$ cat src/rtl/buffer_reg_arbiter_pkg.sv
// Shared definitions for the round-robin arbiter in front of a single buffer register.
// State encodings, requester count and the pointer-advance helper live here.
package buffer_reg_arbiter_pkg;

   typedef enum logic [1:0] {
      IDLE = 2'd0,
      LOAD = 2'd1,
      ACK  = 2'd2
   } state_t;

   localparam int          NUM_REQ    = 3;
   localparam logic [1:0]  OWNER_NONE = 2'd0;

   // Requester indices run 1..3, so 3 wraps back to 1 (never 0).
   function automatic logic [1:0] next_idx(input logic [1:0] i);
      return (i == 2'd3) ? 2'd1 : i + 2'd1;
   endfunction

endpackage

$ cat src/rtl/buffer_reg_arbiter_buf.sv
// Shared storage: a WIDTH-bit register that captures x when load is high
// and clears synchronously on clr.
module controlled_buffer_reg #(
   parameter int WIDTH = 4
) (
   input  logic             clk,
   input  logic             clr,
   input  logic             load,
   input  logic [WIDTH:1]   x,
   output logic [WIDTH:1]   q
);

   logic [WIDTH:1] q_reg;

   always_ff @(posedge clk) begin
      if (clr)
         q_reg <= '0;
      else if (load)
         q_reg <= x;
   end

   assign q = q_reg;

endmodule

$ cat src/rtl/buffer_reg_arbiter.sv
// Three-requester round-robin arbiter owning one shared buffer register.
// Each transfer is IDLE (arbitrate) -> LOAD (write buffer) -> ACK (one-cycle grant).
module buffer_reg_arbiter
   import buffer_reg_arbiter_pkg::*;
#(
   parameter int WIDTH = 4
) (
   input  logic             clk,
   input  logic             clr,
   input  logic [3:1]       req,
   input  logic [WIDTH:1]   d1,
   input  logic [WIDTH:1]   d2,
   input  logic [WIDTH:1]   d3,
   output logic [3:1]       gnt,
   output logic [WIDTH:1]   q,
   output logic [2:1]       owner,
   output logic             busy
);

   state_t         state_reg, state_next;
   logic [2:1]     sel_reg, sel_next;
   logic [2:1]     ptr_reg, ptr_next;
   logic [2:1]     owner_reg, owner_next;
   logic [2:1]     win;
   logic           load;
   logic [WIDTH:1] x;

   // Round-robin scan starting at the pointer: ptr, ptr+1, ptr+2.
   always_comb begin
      logic [1:0] cand;
      logic       found;
      win   = ptr_reg;
      cand  = ptr_reg;
      found = 1'b0;
      for (int i = 0; i < NUM_REQ; i++) begin
         if (!found && req[cand]) begin
            win   = cand;
            found = 1'b1;
         end
         cand = next_idx(cand);
      end
   end

   always_ff @(posedge clk) begin
      if (clr) begin
         state_reg <= IDLE;
         sel_reg   <= 2'd1;
         ptr_reg   <= 2'd1;
         owner_reg <= OWNER_NONE;
      end else begin
         state_reg <= state_next;
         sel_reg   <= sel_next;
         ptr_reg   <= ptr_next;
         owner_reg <= owner_next;
      end
   end

   always_comb begin
      state_next = state_reg;
      sel_next   = sel_reg;
      ptr_next   = ptr_reg;
      owner_next = owner_reg;
      case (state_reg)
         IDLE: begin
            if (req != 3'b000) begin
               sel_next   = win;
               state_next = LOAD;
            end
         end
         LOAD: begin
            // Owner becomes visible in the same cycle the grant is shown.
            owner_next = sel_reg;
            state_next = ACK;
         end
         ACK: begin
            ptr_next   = next_idx(sel_reg);
            state_next = IDLE;
         end
         default: state_next = IDLE;
      endcase
   end

   always_comb begin
      load = (state_reg == LOAD);
      busy = (state_reg != IDLE);
      case (sel_reg)
         2'd1:    x = d1;
         2'd2:    x = d2;
         default: x = d3;
      endcase
   end

   for (genvar gi = 1; gi <= NUM_REQ; gi++) begin : g_gnt
      assign gnt[gi] = (state_reg == ACK) && (sel_reg == gi[1:0]);
   end

   assign owner = owner_reg;

   controlled_buffer_reg #(.WIDTH(WIDTH)) u_buf (
      .clk  (clk),
      .clr  (clr),
      .load (load),
      .x    (x),
      .q    (q)
   );

endmodule

$ cat config.mk
export PLATFORM = sky130hd
export DESIGN_NAME = buffer_reg_arbiter
export DESIGN_NICKNAME = d
export VERILOG_FILES = /design/src/rtl/buffer_reg_arbiter_pkg.sv /design/src/rtl/buffer_reg_arbiter_buf.sv /design/src/rtl/buffer_reg_arbiter.sv
export SDC_FILE = /design/constraint.sdc
export NUM_CORES = 1
export LEC_CHECK = 0
export CAP_MARGIN = 20
export CORE_MARGIN = 3
export CORE_UTILIZATION = 35
export DETAILED_ROUTE_END_ITERATION = 12
export GPL_TIMING_DRIVEN = 0
export PLACE_DENSITY = 0.66
export SLEW_MARGIN = 20
export SYNTH_ARGS = -nofsm -noshare
export SYNTH_HDL_FRONTEND = slang
export SYNTH_SLANG_ARGS = --single-unit
$ cat constraint.sdc
create_clock -name clk -period 2.05 [get_ports clk]
set_input_delay 0.41 -clock clk [delete_from_list [all_inputs] [get_ports clk]]
set_output_delay 0.41 -clock clk [all_outputs]
set_load 0.02 [all_outputs]
Yosys cells after proc, flatten, opt, wreduce, memory -nomap -nowiden
Index checks and enable logic that the tools add are counted.

cells by class
  order comparisons = 3
  eq/ne operators = 8
  reduce and logical (&&, ||, !) cells = 11
  muxes and demuxes = 16
  $add $sub $neg = 3

operators with widths
  cell                   count
  $mux W2                6
  $eq A2 B2 Y1 const B   5
  $lt A2 B3 Y1 const B   3
  $pmux W4 S2            1
  $add A2 B1 Y2 const B  3
  $bmux W1 S2            3
  $logic_and A1 B1 Y1    5
  $mux W1                5
  $eq A2 B1 Y1 const B   2
  $pmux W2 S2            1
  $reduce_bool A3 Y1     1
  $logic_not A1 Y1       2
  $logic_not A2 Y1       1
  $ne A2 B2 Y1 const B   1
  $reduce_and A2 Y1      1
  $reduce_bool A2 Y1     1

storage, ports and cells
  bits of input ports = 17
  output and inout port bits = 10
  bits in registers = 12
  logic and storage cells = 46

Depth between registers and ports, before layout
  depth after elaboration = 9
  mapped depth = 7
  gate-level depth less buffers = 6

Modules after synthesis
A second synthesis with hierarchy kept.

unflattened totals
  cells, all modules = 94
  area total of the unflattened synthesis = 763.2 um^2

by module, submodules not included
  module                 area an instance (um^2)  instances  cells each  seq. area each (um^2)
  buffer_reg_arbiter     623.1                    1          81          160.2
  controlled_buffer_reg  140.1                    1          13          80.1

Least setup slack after synthesis
OpenSTA, ideal clock, no wires.

  path kind = register -> register
  start point = register ptr_reg[1] (netlist name)
  end point = register sel_reg[1] (netlist name)
  setup time = 122 ps
  required time = 1928 ps
  data arrival time = 1771 ps
  buffers on the path = 0
  stages on the path, launching flop included = 7
  path slack = 158 ps
  period minus slack after synthesis = 1892 ps
  cells stage by stage = dfxtp_1 inv_1 ha_1 mux2_4 a222oi_1 nand2_1 a221o_1

between the ends
  cells in the longest elaborated chain, start to end = 9
  elaborated cells on any way between the ends = 20
  classes of those cells = add/sub: 2; eq/ne: 2; mux: 12; reduce/logical: 4

ends and longest elaborated chain
  item                                                                   line                      source
  start, declared                                                        buffer_reg_arbiter.sv:22  logic [2:1] ptr_reg, ptr_next;
  start signal, assigned                                                 buffer_reg_arbiter.sv:53  ptr_reg <= ptr_next;
  parallel branches: the longest is 8 deep, another holds $add A2 B1 Y2  -
  $mux W2 (*)                                                            buffer_reg_arbiter.sv:36  if (!found && req[cand]) begin
  end signal, assigned                                                   buffer_reg_arbiter.sv:52  sel_reg <= sel_next;
  end, declared                                                          buffer_reg_arbiter.sv:21  logic [2:1] sel_reg, sel_next;

Every way passes the cells marked *. The select of a mux whose other input is x is not followed.
A chain may end at the register's enable or synchronous reset.

Worst setup path after layout
Same ends and word-level chain as after synthesis.

==> impl_metrics.ini <==
[run_status]
status = finished clean

[die]
die_area_um2 = 2630
core_area_um2 = 1840
ioPinCount = 27
start_util_pct = 39.0
rows = 15
die_w_um = 51.3
die_h_um = 51.3

[pwr]
ir_drop_v = 0.000269
clock_power_share_pct = 21.8
pwr-share-comb_pct = 35.8
net-switching-power_w = 0.000204
power_density_nw_per_um2 = 611
power_frac_seq_pct = 42.4
swShare_pct = 31.7
p_leak_nw = 0.465
intPower_w = 0.000441

[clock_network]
root_buffer = clkbuf_4
cts_resized = 6
worstSkewPairLatency_ps = 270
htreeDepth = 1
cts.path.max_buffers = 2
cts_tree = done
cts_setup_buffers = 0
hold_buffers = 0
clkTransAtPathRegs_ps = 70
cts_sinks = 12
cts_made_buffers = 3

[worst_setup_path]
crit_path_max_fanout = 6
crit_buf_inv = 1
endpoint_kind = flip-flop
critPathKind = flip-flop to flip-flop
arrival_ps = 2110
cpMaxStageDelayCell = dfxtp_2
cp_top_family = compound AO/OA/AOI/OAI gates
crit_path_cell_trace = inv_1 > ha_4 > mux2_4 > a222oi_1 > nand2_1 > a221o_1
required_ps = 2210
cpPeakStageDelay_ps = 380
cp-start-kind = flip-flop

[logic_synthesis]
synthSimpleGateAreaFrac_pct = 21.8
ys_types = 25
yosysTopAreaCellShare_pct = 33.4
ys.warnings.count = 0
netlist_instances = 91
synth_top_family_by_area = compound AO/OA/AOI/OAI gates
synth_common_cells = 18 x nand2_1, 12 x dfxtp_1, 7 x a21oi_1, 7 x inv_1, 6 x o21ai_0
synth_top_flop_cell = dfxtp_1
ys_ff_latch = 12
synth_xor_area_share_pct = 0
synth_mux_area_share_pct = 5.23
seq_area_frac_synth_pct = 33.4
synth_nets = 113
async_flop_share_pct = 0
syn-cell-area_um2 = 718
synth_edf_count = 0
syn_avg_cell_area_um2 = 7.89
synth_compound_area_share_pct = 26.1
synth_area_leaders = dfxtp_1 33%, nand2_1 9.4%, ha_1 8.7%
synth_top_cell_by_area = dfxtp_1
yosysMostFrequentCell = nand2_1
synthAdderAreaFrac_pct = 8.71

[routing]
dr.pass1.iters = 4
drtAntennaViolNets = 0
routed_wl_um = 1730
vias = 711
via_per_inst = 4.90
drt_first_iter_violations = 16
drc = 0
wl_per_cell_um = 11.9

[final_layout]
drive_above_1_share_pct = 10.0
area_growth_pct = 47.0
num-fill-cells = 199
largest_reg_flops = 4
fin_nets = 144
finalNonFillerCells = 145
n_antenna_cell = 0

[timing]
finalHoldViolations = 0
slew-limit-headroom_pct = 70.5
fin_worst_skew_ps = 2.76
tightest_slew_ps = 442
fin_crit_ps = 1950
setup_violations = 0
slew_violations = 0
setup_tns_ps = 0
max_freq_mhz = 513
fin_crit_sh_pct = 95.1
rsz0062_at_grt = false

[global_route]
antenna_found_initial = 0
grt_pass1_vias = 662
grt-busiest-layer = met2
use_met2_pct = 24.2
grt-ovfl-total = 0
met3_usage_pct = 3.50
grt_pass1_wl_um = 2860
grtUsageTotal_pct = 14.7
met1_usage_pct = 17.5
grt_max_degree = 11

[placement]
gp_congestion = 0.797
place_hpwl_um = 1410
port_buffers = 26
numPlacedInstances = 142

[run]
max_cap_violations = 0

[hold_path]
min_path_type = flip-flop to flip-flop
-- power by group through the flow --
stage	combinational [W]	sequential (W)	clock [W]
after floorplan	0.000125	0.000287	0
after global placement	0.000224	0.000277	0
after detailed placement	0.000228	0.000277	0
after CTS	0.000230	0.000273	0.000147
after global routing	0.000255	0.000278	0.000160
final	0.000231	0.000274	0.000141
-- final cells by class --
| type | instances | area [um2] | share of cell area (%) |
|---|---|---|---|
| well taps | 25 | 31.3 | 2.96 |
| clock buffers | 3 | 22.5 | 2.13 |
| repair buffers | 26 | 260 | 24.6 |
| multi-input cells | 70 | 467 | 44.2 |
| inverters | 7 | 26.3 | 2.49 |
| flip-flops and latches | 12 | 241 | 22.9 |
| plain buffers | 2 | 7.51 | 0.711 |
-- worst paths after layout --
check	slack (ps)	start	cells past startpoint	endpoint
hold reg to reg	450	owner[2]	2	owner[2]
hold / removal	450	owner[2]	2	owner[2]
setup reg to reg	100	ptr_reg[1]	6	sel_reg[1]
setup / recovery	100	ptr_reg[1]	6	sel_reg[1]
-- cells in the final DEF, fill, tap and decap left out, drive strengths merged, types with 3 or more instances in the layout --
cell,Yosys,layout
a22oi,4,4
and2,3,3
nor2b,3,3
ha,5,5
inv,7,7
a21oi,7,7
nand2,18,18
mux2,3,3
clkbuf,2,5
clkdlybuf4s50,0,23
nor2,5,5
o21ai,6,6
dfxtp,12,12
-- worst reg2reg max path, cell delays in order (launching register included) --
cell      delay [ps]
dfxtp_2          380
inv_1            100
ha_4             300
mux2_4           300
a222oi_1         340
nand2_1          110
a221o_1          320
-- routing by layer --
| metal | up-vias | part of all wire, % | routed length [um] |
|---|---|---|---|
| li1 | 373 | - | - |
| met1 | 317 | 44 | 762 |
| met2 | 17 | 50 | 865 |
| met3 | 4 | 4.4 | 76 |
| met4 | 0 | 1.6 | 27 |
| met5 | - | 0 | 0 |
-- through the flow --
step                setup WS (ps)  power (W)  hold WS [ps]  utilization, %  area [um2]
global placement            -59.0   0.000501           443            54.9        1010
global route                 55.7   0.000692           478            57.4        1060
detailed placement          -56.8   0.000505           446            54.9        1010
finish                        101   0.000645           454            57.4        1060
CTS                          24.0   0.000650           456            56.6        1040
floorplan                     158   0.000412           465               -         718
-- logic make-up after synthesis --
logic type,after synthesis
multiplexers,3
adder cells (fa/ha/maj),5
buffers and inverters,9
AND/OR/NAND/NOR,34
AO/OA/AOI/OAI,28
flip-flops,12
Note: power is estimated with default switching activity, not from simulation.
